`config.mk`:
```
export PLATFORM = sky130hd
export DESIGN_NAME = alu_rs_scheduler
export DESIGN_NICKNAME = d
export VERILOG_FILES = /design/src/rtl/alu_rs_scheduler_pkg.sv /design/src/rtl/alu_rs_scheduler_sel.sv /design/src/rtl/alu_rs_scheduler.sv
export SDC_FILE = /design/constraint.sdc
export NUM_CORES = 2
export LEC_CHECK = 0
export CORE_MARGIN = 2
export CORE_UTILIZATION = 45
export CTS_CLUSTER_DIAMETER = 30
export DETAILED_ROUTE_END_ITERATION = 12
export PLACE_DENSITY = 0.59
export SLEW_MARGIN = 20
export SYNTH_ARGS = -nofsm -noshare
export SYNTH_HDL_FRONTEND = slang
export SYNTH_SLANG_ARGS = --single-unit
```
`constraint.sdc`:
```
create_clock -name clk_in -period 5.95 [get_ports clk_in]
set_input_delay 0.8925 -clock clk_in [delete_from_list [all_inputs] [get_ports clk_in]]
set_output_delay 0.8925 -clock clk_in [all_outputs]
set_load 0.03 [all_outputs]
```
`src/rtl/alu_rs_scheduler_pkg.sv`:
```
// alu_rs_scheduler_pkg: shared widths, op encodings and reservation-station entry layout
package alu_rs_scheduler_pkg;
  localparam int ROB_SIZE_BIT = 4;
  localparam int RS_TYPE_BIT = 5;
  localparam int RS_SIZE_BIT_DEF = 3;
  typedef enum logic [RS_TYPE_BIT-1:0] {
    OP_ADD, OP_SUB, OP_AND, OP_OR, OP_XOR, OP_SLL, OP_SRL, OP_SRA, OP_SLT, OP_SLTU,
    OP_BEQ, OP_BNE, OP_BLT, OP_BGE, OP_BLTU, OP_BGEU, OP_LUI, OP_AUIPC, OP_JAL, OP_JALR
  } alu_op_e;
  typedef struct packed {
    logic                    busy;
    logic [RS_TYPE_BIT-1:0]  op;
    logic [ROB_SIZE_BIT-1:0] rob_idx;
    logic [31:0]             vj;
    logic [31:0]             vk;
    logic                    qj_busy;
    logic [ROB_SIZE_BIT-1:0] qj;
    logic                    qk_busy;
    logic [ROB_SIZE_BIT-1:0] qk;
  } rs_entry_t;
endpackage

```
`src/rtl/alu_rs_scheduler_sel.sv`:
```
// rs_priority_select: valid flag plus index of the lowest set bit of a vector
module rs_priority_select #(
  parameter int N = 8,
  parameter int W = 3
) (
  input  logic [N-1:0] vec_i,
  output logic         valid_o,
  output logic [W-1:0] idx_o
);
  always_comb begin
    valid_o = |vec_i;
    idx_o = '0;
    for (int i = N - 1; i >= 0; i--)
      if (vec_i[i]) idx_o = i[W-1:0];
  end
endmodule

```
`src/rtl/alu_rs_scheduler.sv`:
```
// alu_rs_scheduler: ALU reservation station with CDB wakeup and lowest-index issue
module alu_rs_scheduler import alu_rs_scheduler_pkg::*; #(
  parameter int RS_SIZE_BIT = RS_SIZE_BIT_DEF
) (
  input  logic                    clk_in,
  input  logic                    rst_in,
  input  logic                    rdy_in,
  input  logic                    clear_in,
  input  logic                    dis_valid,
  input  logic [RS_TYPE_BIT-1:0]  dis_op,
  input  logic [ROB_SIZE_BIT-1:0] dis_rob_idx,
  input  logic [31:0]             dis_vj,
  input  logic [31:0]             dis_vk,
  input  logic                    dis_qj_busy,
  input  logic                    dis_qk_busy,
  input  logic [ROB_SIZE_BIT-1:0] dis_qj,
  input  logic [ROB_SIZE_BIT-1:0] dis_qk,
  input  logic                    cdb_alu_valid,
  input  logic [ROB_SIZE_BIT-1:0] cdb_alu_rob_idx,
  input  logic [31:0]             cdb_alu_value,
  input  logic                    cdb_lsb_valid,
  input  logic [ROB_SIZE_BIT-1:0] cdb_lsb_rob_idx,
  input  logic [31:0]             cdb_lsb_value,
  output logic                    full,
  output logic                    alu_valid,
  output logic [31:0]             alu_r1,
  output logic [31:0]             alu_r2,
  output logic [ROB_SIZE_BIT-1:0] alu_rob_idx,
  output logic [RS_TYPE_BIT-1:0]  alu_op
);
  localparam int N = 1 << RS_SIZE_BIT;
  rs_entry_t ent_q [N];
  rs_entry_t ent_d [N];
  logic [N-1:0] busy, ready;
  logic free_vld, rdy_vld;
  logic [RS_SIZE_BIT-1:0] free_idx, rdy_idx;
  logic alu_valid_d;
  logic [31:0] alu_r1_d, alu_r2_d;
  logic [ROB_SIZE_BIT-1:0] alu_rob_idx_d;
  logic [RS_TYPE_BIT-1:0] alu_op_d;
  // returns {still_pending, value}; the ALU bus wins when both buses carry the tag
  function automatic logic [32:0] snoop(input logic pend, input logic [ROB_SIZE_BIT-1:0] tag,
                                        input logic [31:0] v);
    return !pend ? {1'b0, v} :
           (cdb_alu_valid && cdb_alu_rob_idx == tag) ? {1'b0, cdb_alu_value} :
           (cdb_lsb_valid && cdb_lsb_rob_idx == tag) ? {1'b0, cdb_lsb_value} : {1'b1, v};
  endfunction
  always_comb
    for (int i = 0; i < N; i++) begin
      busy[i] = ent_q[i].busy;
      ready[i] = ent_q[i].busy && !ent_q[i].qj_busy && !ent_q[i].qk_busy;
    end
  assign full = &busy;
  rs_priority_select #(.N(N), .W(RS_SIZE_BIT)) u_free (
    .vec_i(~busy), .valid_o(free_vld), .idx_o(free_idx)
  );
  rs_priority_select #(.N(N), .W(RS_SIZE_BIT)) u_ready (
    .vec_i(ready), .valid_o(rdy_vld), .idx_o(rdy_idx)
  );
  always_comb begin
    ent_d = ent_q;
    alu_valid_d = 1'b0;
    alu_r1_d = alu_r1;
    alu_r2_d = alu_r2;
    alu_rob_idx_d = alu_rob_idx;
    alu_op_d = alu_op;
    for (int i = 0; i < N; i++)
      if (ent_q[i].busy) begin
        {ent_d[i].qj_busy, ent_d[i].vj} = snoop(ent_q[i].qj_busy, ent_q[i].qj, ent_q[i].vj);
        {ent_d[i].qk_busy, ent_d[i].vk} = snoop(ent_q[i].qk_busy, ent_q[i].qk, ent_q[i].vk);
      end
    if (rdy_vld && !clear_in) begin
      ent_d[rdy_idx].busy = 1'b0;
      alu_valid_d = 1'b1;
      alu_r1_d = ent_q[rdy_idx].vj;
      alu_r2_d = ent_q[rdy_idx].vk;
      alu_rob_idx_d = ent_q[rdy_idx].rob_idx;
      alu_op_d = ent_q[rdy_idx].op;
    end
    // free slot comes from the pre-issue busy set, so it never collides with the issued slot
    if (dis_valid && free_vld) begin
      ent_d[free_idx].busy = 1'b1;
      ent_d[free_idx].op = dis_op;
      ent_d[free_idx].rob_idx = dis_rob_idx;
      ent_d[free_idx].qj = dis_qj;
      ent_d[free_idx].qk = dis_qk;
      {ent_d[free_idx].qj_busy, ent_d[free_idx].vj} = snoop(dis_qj_busy, dis_qj, dis_vj);
      {ent_d[free_idx].qk_busy, ent_d[free_idx].vk} = snoop(dis_qk_busy, dis_qk, dis_vk);
    end
    if (clear_in)
      for (int i = 0; i < N; i++) ent_d[i].busy = 1'b0;
  end
  always_ff @(posedge clk_in)
    if (rst_in) begin
      for (int i = 0; i < N; i++) ent_q[i] <= '0;
      alu_valid <= 1'b0;
      alu_r1 <= '0;
      alu_r2 <= '0;
      alu_rob_idx <= '0;
      alu_op <= '0;
    end else if (rdy_in) begin
      ent_q <= ent_d;
      alu_valid <= alu_valid_d;
      alu_r1 <= alu_r1_d;
      alu_r2 <= alu_r2_d;
      alu_rob_idx <= alu_rob_idx_d;
      alu_op <= alu_op_d;
    end
endmodule

```
==> flow_summary.json <==
{
  "fin_crit_ps": 4400,
  "synth_edf_count": 0,
  "postRouteAntennaNets": 0,
  "track_usage": 0.422,
  "grt_max_degree": 195,
  "max_slew_margin": 0.162,
  "final_cell_mix": "nand2_1, dfxtp_1, nor3_1",
  "drive_above_1_share": 0.130,
  "io_pins": 237,
  "vias_per_cell": 7.00,
  "holdPathStages": 2,
  "dpl.cell_count": 6569,
  "clk_path_buf_depth": 3,
  "leakage_nw": 18.8,
  "worst_slew_pin_slew_ps": 1250,
  "netlist.area_leader.share": 0.339,
  "r2r_cells": 8,
  "postCtsSetupBuffers": 0,
  "p_total_mw": 17.3,
  "worstPathArrival_ps": 5110,
  "antenna_found_initial": 11,
  "finalNonFillerCells": 6930,
  "fin_crit_sh": 0.739,
  "final_core_util": 0.554,
  "ys_seq_area_frac": 0.339,
  "hold_ws_ps": 447,
  "hpwl_um": 125000,
  "fmaxAchievable_ghz": 0.227,
  "async_reset_ff_frac": 0,
  "ys_ff_latch": 746,
  "end_kind": "flip-flop",
  "path_clk_slew_ps": 50,
  "cpMaxStageDelayCell": "buf_4",
  "grt_pass1_wl_um": 314000,
  "cp.required_ps": 6660,
  "synth.avg_cell_area_um2": 7.86,
  "die_area_mm2": 0.100,
  "avgRoutedWirePerCell_um": 31.5,
  "status": "complete, but fails checks",
  "dp_slack_ps": 1310,
  "critical_path.max_stage_delay_ps": 760,
  "overflow": 0,
  "setup_viol": 0,
  "final_area_mm2": 0.0537,
  "dieHeight_um": 317,
  "yosys_warnings": 0,
  "start_util": 0.455,
  "slew_viol_final": 0,
  "core_area_mm2": 0.0969,
  "cts_resized": 0,
  "syn_to_final_growth_pct": 21.9,
  "wirelength_um": 218000,
  "synth_flop_cell": "dfxtp_1",
  "r2r_slack_ps": 1550,
  "postLayoutSetupSlackWorst_ps": 1550,
  "worstPathMaxFanout": 47,
  "place_area_mm2": 0.0469,
  "layout.nets": 5657,
  "syn-instance-count": 5605,
  "violations": "design-rule violations",
  "cts_tree": "built",
  "h-tree-depth": 4,
  "finalHoldViolations": 0,
  "crit_chain": "nor3b_2 > buf_4 > nor2_1 > a31oi_4 > buf_4 > nand2_1 > o221a_2 > nor2_1",
  "grt_pass1_vias": 46200,
  "place.gp.congestion": 0.941,
  "drt_first_pass_iters": 12,
  "powerDensity_mw_per_mm2": 322,
  "finClkSkew_ps": 26.6,
  "die_x_um": 317,
  "worstSetupStartpointType": "flip-flop",
  "n_fill_cell": 9026,
  "drc": 2,
  "syn_nets": 5767,
  "synth_top_area_cell": "dfxtp_1",
  "synth_cell_type_count": 78,
  "numCtsBuffers": 200,
  "fin_setup_tns_ps": 0,
  "hp-class": "flip-flop to flip-flop",
  "ys_top_cells_by_area": "dfxtp_1, nand2_1, a2111oi_0",
  "hold_buffers": 0,
  "peakVddDrop_mv": 0.253,
  "cap_violations": 0,
  "drt-initial-drc-count": 7433,
  "root_buffer": "clkbuf_16",
  "vias": 48500,
  "rsz0062_at_grt": "no",
  "cts_num_sinks": 746,
  "clock_latency_ps": 790,
  "crit_type": "flip-flop to flip-flop",
  "synth_area_mm2": 0.0440,
  "layout_commonest_cell": "nand2_1",
  "portBuffers": 236,
  "fp-row-count": 114
}
[final cells by class]
cell class	instances	area, um^2	area share
antenna	5	12.5	0.000233
clock buffer	273	5660	0.105
clock inverter	83	1150	0.0215
inverter	21	80.1	0.00149
multi-input combinational	4109	26400	0.491
sequential	746	14900	0.278
tap	1276	1600	0.0297
timing repair buffer	417	3880	0.0722
[cells by family (layout without fill, tap and decap cells)]
| kind of cell | count (synthesis) | in the layout | synth area share |
|---|---|---|---|
| and+or+nand+nor | 1916 | 1916 | 0.206 |
| AOI/OAI and AO/OA | 1843 | 1843 | 0.305 |
| buffers and inverters | 750 | 794 | 0.0719 |
| DFF | 746 | 746 | 0.339 |
| muxes | 206 | 206 | 0.0492 |
| xor gates and xnor gates | 144 | 144 | 0.0286 |
| other | 0 | 5 | 0 |
[final timing paths]
kind / startpoint / endpoint
worst max-delay path: busy[6] / alu_r2[27]
worst min-delay path: ent_q[79] / ent_q[79]
worst max register to register: busy[6] / alu_r2[27]
worst min register to register: ent_q[79] / ent_q[79]
[metal layers]
layer	share of wire	wire, um	vias to the layer above	track usage
met5	0.00035	77	-	0
met4	0.070	15200	12	0.269
met3	0.14	29800	909	0.135
met2	0.42	91300	3748	0.620
met1	0.37	81800	23100	0.532
li1	-	-	20800	-
[state kept, by name, indices dropped and copies added (netlist names)]
name and flops:
alu_r2 32, ent_q 664, busy 8, alu_r1 32, alu_op 5, alu_valid 1
alu_rob_idx 4
[report_power, final]
group / switching (mW) / internal [mW]
clock network: 3.42 / 7.51
logic: 0.828 / 0.403
registers: 0.0332 / 5.07
[cells in the mapped netlist, drive strengths merged (15+ instances only)]
cell     number
a22oi        54
a221oi       40
a222oi       27
o221ai       34
or3          41
buf         205
nand3       167
xor2         74
o211ai       46
a211oi      177
xnor2        70
a21boi       44
a221o        31
dfxtp       746
a31oi       128
nand2       795
nor2         95
nor3        437
o21a         19
a21oi       302
a21o         92
and3        236
a211o        21
o22a         59
mux2         82
o31ai        19
and2         85
a2111oi     290
inv          20
a32o         30
mux2i       124
o2bb2ai      51
a2bb2oi      43
o21ai       275
clkbuf      524
o221a        15
[critical path: cells and delay by family (launching register included)]
kind                   cells  cell delay, ps
AND/OR/NAND/NOR            4            1460
buffers and inverters      2            1430
AO/OA/AOI/OAI              2             810
flip-flops                 1             590
Note: power is estimated with default switching activity, not from simulation.
